**src/rtl/ds_sample_feeder.sv**
```systemverilog
// Input sequencer for delta_sigma_pw_modulator: a sample FIFO plus an IDLE/PRIME/RUN FSM
// that holds each sample on u for osr+1 modulator periods.
module ds_sample_feeder #(
  parameter int IN_BITS    = 16,
  parameter int DEPTH      = 4,
  parameter int OSR_BITS   = 8,
  parameter int LEVEL_BITS = $clog2(DEPTH) + 1
) (
  input  logic                  clk,
  input  logic                  rst_n,
  input  logic                  start,
  input  logic                  stop,
  input  logic [OSR_BITS-1:0]   osr,
  input  logic [LEVEL_BITS-1:0] prime_level,
  input  logic                  underrun_zero,
  input  logic                  clear_status,
  input  logic                  in_valid,
  input  logic [IN_BITS-1:0]    in_data,
  output logic                  in_ready,
  input  logic                  pulse_done,
  output logic [IN_BITS-1:0]    u,
  output logic                  reset_lfsr,
  output logic                  running,
  output logic [LEVEL_BITS-1:0] fifo_level,
  output logic                  underrun,
  output logic [7:0]            underrun_count
);
  localparam int PTR_W = $clog2(DEPTH);
  localparam logic [LEVEL_BITS-1:0] DEPTH_L = LEVEL_BITS'(DEPTH);

  typedef enum logic [1:0] {IDLE, PRIME, RUN} state_t;

  state_t              state;
  logic [IN_BITS-1:0]  mem [DEPTH];
  logic [PTR_W-1:0]    wr_ptr, rd_ptr;
  logic [OSR_BITS-1:0] hold_cnt;
  logic [LEVEL_BITS-1:0] thr;
  logic empty, push, pop, prime_go, run_slot, underrun_ev;

  always_comb begin
    empty       = (fifo_level == '0);
    in_ready    = (fifo_level != DEPTH_L);
    thr         = (prime_level > DEPTH_L) ? DEPTH_L : prime_level;
    prime_go    = (state == PRIME) && (fifo_level >= thr);
    run_slot    = (state == RUN) && pulse_done && (hold_cnt == '0);
    push        = in_valid && in_ready && !stop;
    pop         = !stop && !empty && (prime_go || run_slot);
    underrun_ev = !stop && run_slot && empty;
  end

  always_ff @(posedge clk) begin
    if (push) mem[wr_ptr] <= in_data;
  end

  always_ff @(posedge clk or negedge rst_n) begin
    if (!rst_n) begin
      state      <= IDLE;
      wr_ptr     <= '0;
      rd_ptr     <= '0;
      fifo_level <= '0;
      hold_cnt   <= '0;
      u          <= '0;
      reset_lfsr <= 1'b0;
      running    <= 1'b0;
    end else if (stop) begin
      state      <= IDLE;
      wr_ptr     <= '0;
      rd_ptr     <= '0;
      fifo_level <= '0;
      hold_cnt   <= '0;
      u          <= '0;
      reset_lfsr <= 1'b0;
      running    <= 1'b0;
    end else begin
      reset_lfsr <= 1'b0;
      if (push) wr_ptr <= wr_ptr + 1'b1;
      if (pop)  rd_ptr <= rd_ptr + 1'b1;
      if (push && !pop)      fifo_level <= fifo_level + 1'b1;
      else if (pop && !push) fifo_level <= fifo_level - 1'b1;
      case (state)
        IDLE: begin
          u        <= '0;
          hold_cnt <= '0;
          if (start) begin
            state      <= PRIME;
            reset_lfsr <= 1'b1;
          end
        end
        PRIME: begin
          if (prime_go) begin
            state   <= RUN;
            running <= 1'b1;
            // prime_level=0 may enter RUN empty; hold 0 lets the first pulse_done retry
            if (!empty) begin
              u        <= mem[rd_ptr];
              hold_cnt <= osr;
            end else begin
              hold_cnt <= '0;
            end
          end
        end
        RUN: begin
          if (pulse_done) begin
            if (hold_cnt != '0)  hold_cnt <= hold_cnt - 1'b1;
            else if (!empty) begin
              u        <= mem[rd_ptr];
              hold_cnt <= osr;
            end else if (underrun_zero) u <= '0;
          end
        end
        default: state <= IDLE;
      endcase
    end
  end

  // A same-cycle underrun wins over clear_status so the event is never lost.
  always_ff @(posedge clk or negedge rst_n) begin
    if (!rst_n) begin
      underrun       <= 1'b0;
      underrun_count <= '0;
    end else if (underrun_ev) begin
      underrun <= 1'b1;
      if (clear_status)                 underrun_count <= 8'd1;
      else if (underrun_count != 8'hFF) underrun_count <= underrun_count + 1'b1;
    end else if (clear_status) begin
      underrun       <= 1'b0;
      underrun_count <= '0;
    end
  end
endmodule

```
**config.mk**
```make
export PLATFORM = sky130hd
export DESIGN_NAME = ds_sample_feeder
export DESIGN_NICKNAME = d
export VERILOG_FILES = /design/src/rtl/ds_sample_feeder.sv
export SDC_FILE = /design/constraint.sdc
export NUM_CORES = 1
export LEC_CHECK = 0
export ABC_AREA = 1
export CORE_UTILIZATION = 55
export DETAILED_ROUTE_END_ITERATION = 10
export PLACE_DENSITY = 0.79
export SYNTH_ARGS = -nofsm -noshare
export SYNTH_HDL_FRONTEND = slang
export SYNTH_SLANG_ARGS = --single-unit
export TNS_END_PERCENT = 1
```
**constraint.sdc**
```tcl
create_clock -name clk -period 2.55 [get_ports clk]
set_input_delay 0.51 -clock clk [delete_from_list [all_inputs] [get_ports clk]]
set_output_delay 0.51 -clock clk [all_outputs]
set_load 0.02 [all_outputs]
```
# Word-level counts from Yosys, hierarchy flattened
# Memories as Yosys holds them, arrays and structs flattened.
# Index checks and enable logic that the tools add are counted.
# word_totals
regBits,44
mem_bits_rw,64
inputBits,35
output_inout_bits,31
elab_cells,105
memories,1
# memory_table
name,depth,word_bits,rd,rd_clocked_by_memory_dff,wr,line,source
mem,4,16,1,0,1,34,logic [IN_BITS-1:0] mem [DEPTH];
# classes
n_addsub,6
order_cmp,2
eq_ne,12
mux,41
n_reduce_logical,33
# op_table
op,n
$mux 16,7
$mux 8,10
$pmux 16 s3,1
$pmux 8 s3,1
$ne 3x3->1 const B,6
$mux 2,7
$mux 3,4
$reduce_bool 2->1,6
$logic_and 1x1->1,11
$mux 1,10
$add 8x1->8 const B,1
$logic_not 8->1,1
$ne 8x8->1 const B,1
$reduce_bool 8->1,1
$sub 8x1->8 const B,1
$pmux 2 s3,1
$reduce_and 6->1,1
$add 2x1->2 const B,2
$logic_not 1->1,4
$ne 4x3->1 const B,1
$ne 4x4->1 const B,1
$reduce_and 2->1,2
$reduce_and 4->1,1
$reduce_bool 4->1,1
other kinds (12),12

# Depth between registers and ports, before layout
# logic_depth
word_depth,10
depth_mapped,19
depth_no_buf,19

# Least setup slack after synthesis
# Ideal clock, no wire load.
# synth_timing
path_kind,input to register
from,input prime_level[0]
to,register fifo_level[2]
setup_time_ns,0.117
arrival_time_ns,2.328
required_time_ns,2.433
setup_slack_ns,0.105
path_stages,19
n_path_buf,0
path_cell_list,o21ai_0 > nand2_1 > ha_1 > nand2_1 > inv_1 > nand2_1 > nand2_1 > nand2_1 > nand2_1 > nand2_2 > nand2_1 > inv_1 > fa_1 > xnor2_1 > inv_1 > nand2_1 > nand2_1 > nand2_1 > nand2_1
# synth_via
elab_chain_cells,10
word_cells_on_any_way,12
cone_classes,2 x order compare; 3 x mux; 7 x reduce/logical
# synth_lines
item,line,source
start: declaration,14,"input logic [LEVEL_BITS-1:0] prime_level,"
$gt 3x3->1,43,thr = (prime_level > DEPTH_L) ? DEPTH_L : prime_level;
$mux 3 *,43,
$ge 3x3->1 *,44,prime_go = (state == PRIME) && (fifo_level >= thr);
$logic_and 1x1->1 *,44,
$logic_or 1x1->1 *,47,pop = !stop && !empty && (prime_go || run_slot);
$logic_and 1x1->1 *,47,
$logic_not 1->1,78,if (push && !pop) fifo_level <= fifo_level + 1'b1;
$logic_and 1x1->1,78,
$mux 3,78,
$mux 3,65,end else if (stop) begin
end signal: assignment,78,
end signal: assignment,79,else if (pop && !push) fifo_level <= fifo_level - 1'b1;
end: declaration,24,"output logic [LEVEL_BITS-1:0] fifo_level,"
# Mark *: on every way between the ends. The rest lies on a longest branch, timed or not.
# A chain may end at the register's enable or synchronous reset.

# Worst setup path in the final report
# layout_timing
from,input prime_level[1]
to,register fifo_level[2]
# The elaborated chain is that of the path after synthesis.

==> results.py <==
metrics = {
    "detailed_routing": {
        "drt-met1-wl_um": 4520,
        "met3WireLength_um": 647,
        "wire_per_inst_um": 15.1,
        "wl_met2_um": 5380,
        "vias_per_cell": 5.52,
        "drt_wl_total_um": 10800,
        "drtPass1Iterations": 8,
        "final_antenna_net_count": 0,
        "drcViolationCount": 7,
        "drt-initial-drc-count": 316,
        "route.vias.total": 3937,
        "route.top_layer_used": "met4",
    },
    "worst_hold_path": {
        "hold_class": "in -> async",
    },
    "global_routing": {
        "gr-usage-all-layers_pct": 24.2,
        "overflow": 0,
        "antenna_found_initial": 0,
        "grt_start_max_net_pins": 33,
        "grt_pass1_wl_um": 18100,
        "grt_pass1_vias": 3778,
    },
    "synthesis": {
        "seq_area_frac_synth_pct": 59.3,
        "yosysUniqueCellTypes": 35,
        "synth.area.top_cells": "edfxtp_1, dfrtp_1, nand2_1",
        "yosysWarningCount": 0,
        "syn_area_per_cell_um2": 9.82,
        "synth-seq-cells": 108,
        "synth_nets": 568,
        "synthCells": 519,
        "syn-cell-area_um2": 5100,
        "synth_top_area_share_pct": 37.7,
        "synth_top_area_cell": "edfxtp_1",
    },
    "place": {
        "place.gp.congestion": 0.821,
        "pre_cts_ws_ps": -524,
        "port_buffers": 65,
        "hpwlAfterDp_um": 7550,
        "placed_cells": 695,
    },
    "critical_path": {
        "critPathRequiredTime_ps": 2830,
        "r2r-end": "fifo_level[2]",
        "r2r_slack_ps": 250,
        "critPathKind": "in -> reg",
        "ff2ff_path_depth": 18,
        "critical_path_arrival_ps": 2580,
        "cp-end-kind": "flop",
        "crit_fanout": 2,
        "r2r-start": "fifo_level[0]",
        "startpoint_type": "input port",
    },
    "finish": {
        "area_delta_synth_final_pct": 21.2,
        "num_antenna_cells": 0,
        "finish.utilization_pct": 69.8,
        "layout-drive-gt1-share_pct": 11.1,
        "fin_cells": 713,
        "nets": 649,
    },
    "floorplanning": {
        "start_util_pct": 57.6,
        "rows": 34,
        "io_pins": 66,
        "core_um2": 8850,
        "dieHeight_um": 98.3,
        "die_w_um": 98.3,
        "dieArea_um2": 9660,
    },
    "sta": {
        "skew_ps": 11.6,
        "slew_viol_final": 0,
        "setup_viol": 0,
        "fin_crit_ps": 2300,
        "fin_ws_ps": 246,
        "hold_viol_final": 0,
        "max-slew-margin-rel_pct": 55.4,
        "setup_tns_ps": 0,
        "rsz0062_at_grt": "false",
        "tightestPinTransition_ps": 669,
        "period_share_pct": 90.3,
        "fmax_mhz": 434,
    },
    "clock_tree": {
        "clock-sinks": 108,
        "h-tree-depth": 3,
        "cts_buffers": 9,
        "clkTransAtPathRegs_ps": 110,
        "cts-root-buf": "clkbuf_8",
        "cts_buffer_depth": 2,
        "clkLatencyLatePin_ps": 380,
        "cts_tree": "built",
        "postCtsHoldBufs": 0,
    },
    "pwr": {
        "p_leak_nw": 2.69,
        "p_per_area_nw_per_um2": 892,
        "power_w": 0.00551,
        "ir_worst_vdd_uv": 417,
    },
    "status": {
        "status": "complete, but fails checks",
        "violations": "DRC",
    },
    "run": {
        "drv_cap": 0,
    },
}
-- per-stage QoR --
stage	hold slack [ps]	instance area (um^2)
floorplan	214	5100
global placement	459	5950
detailed placement	464	5950
CTS	56.5	6170
global route	67.2	6170
finish	49.6	6170
-- layout make-up --
cell class | instances | area [um^2]
clock buffers | 9 | 124
clock inverters | 7 | 66.3
fillers | 647 | 2670
inverters | 50 | 190
multi-input cells | 345 | 1810
flip-flops and latches | 108 | 3020
well taps | 108 | 135
repair buffers | 86 | 825
-- worst max-delay path, cell delays in order --
cell,delay (ps)
dlygate4sd2_1,260
o21ai_2,160
nand2_1,70
ha_1,270
nand2_1,40
inv_1,50
nand2_1,50
nand2_1,60
nand2_1,70
nand2_2,80
nand2_2,60
nand2_2,60
inv_1,50
fa_2,350
xnor2_2,170
inv_1,50
nand2_1,60
nand2_1,40
nand2_1,60
nand2_1,40
-- worst max-delay path by stage --
stage	start	end	slack (ps)	cells past startpoint
6_report	prime_level[1]	fifo_level[2]	250	20
5_1_grt	prime_level[1]	fifo_level[2]	30	20
4_1_cts	fifo_level[0]	fifo_level[2]	190	18
3_5_place_dp	prime_level[1]	fifo_level[2]	-520	20
3_3_place_gp	prime_level[2]	fifo_level[2]	-370	20
2_1_floorplan	prime_level[0]	fifo_level[2]	110	19
-- synthesized netlist by cell type (all sizes together) --
| cell | number |
|---|---|
| a21oi | 20 |
| a31oi | 2 |
| a32o | 16 |
| and2 | 1 |
| buf | 10 |
| clkbuf | 6 |
| dfrtp | 44 |
| edfxtp | 64 |
| fa | 1 |
| ha | 13 |
| inv | 50 |
| nand2 | 178 |
| nand3 | 16 |
| nand4 | 13 |
| nor2 | 39 |
| nor3 | 6 |
| o211ai | 1 |
| o21ai | 27 |
| o31ai | 1 |
| or2 | 2 |
| xnor2 | 4 |
| xor2 | 5 |
-- cell usage in the layout (no fill, tap or decap), types with 2 or more instances in the layout --
cell type	synthesis	layout
nor2_4	2	2
buf_12	0	2
inv_6	0	3
nor3_1	3	3
nand4_1	13	13
edfxtp_1	64	64
buf_4	2	19
inv_2	4	4
xnor2_1	4	3
nor3_2	2	2
xor2_1	5	5
clkdlybuf4s50_1	0	61
nand3_1	13	13
inv_1	45	45
a32o_1	16	16
nor2_2	3	3
nand2_2	4	6
nor2_1	34	34
nand2_1	173	171
or2_2	2	2
dfrtp_1	44	44
o21ai_1	3	3
o21ai_2	2	3
clkbuf_8	0	9
o21ai_0	22	21
a21oi_1	20	20
nand3_2	3	3
a31oi_1	2	2
dlygate4sd2_1	0	3
ha_1	13	13
-- per-layer routing --
metal  vias to the layer above  global-route usage, %
li1                       1895                      -
met1                      1880                   32.7
met2                       141                   40.3
met3                        21                   3.44
met4                         0                   9.07
met5                         -                      0
-- registers in the layout, indices dropped and copies added, names as in the netlist --
register / cells
fifo_level: 3
hold_cnt: 8
mem: 64
rd_ptr: 2
reset_lfsr: 1
running: 1
state: 2
u: 16
underrun: 1
underrun_count: 8
wr_ptr: 2
-- timing repair --
action,in CTS,in global routing
setup endpoints to repair,1,1
resized for setup,8,1
buffers inserted,2,0
pin swaps,5,2
-- where the power goes --
part	internal [W]	leakage [nW]	switching, W
sequential	0.00205	1.18	0.000159
clock	0.000380	0.0969	0.000627
combinational	0.000918	1.41	0.00138
total	0.00335	2.69	0.00216
-- kinds of logic after synthesis --
group / count (synthesis) / share of synthesized area (%)
AND/OR/NAND/NOR: 255 / 21.6
flip-flops: 108 / 59.3
AO/OA/AOI/OAI: 67 / 8.45
buffers and inverters: 66 / 5.50
adder cells (fa/ha/maj): 14 / 3.58
XOR/XNOR: 9 / 1.55
No activity file was read; power rests on OpenSTA's default activity.
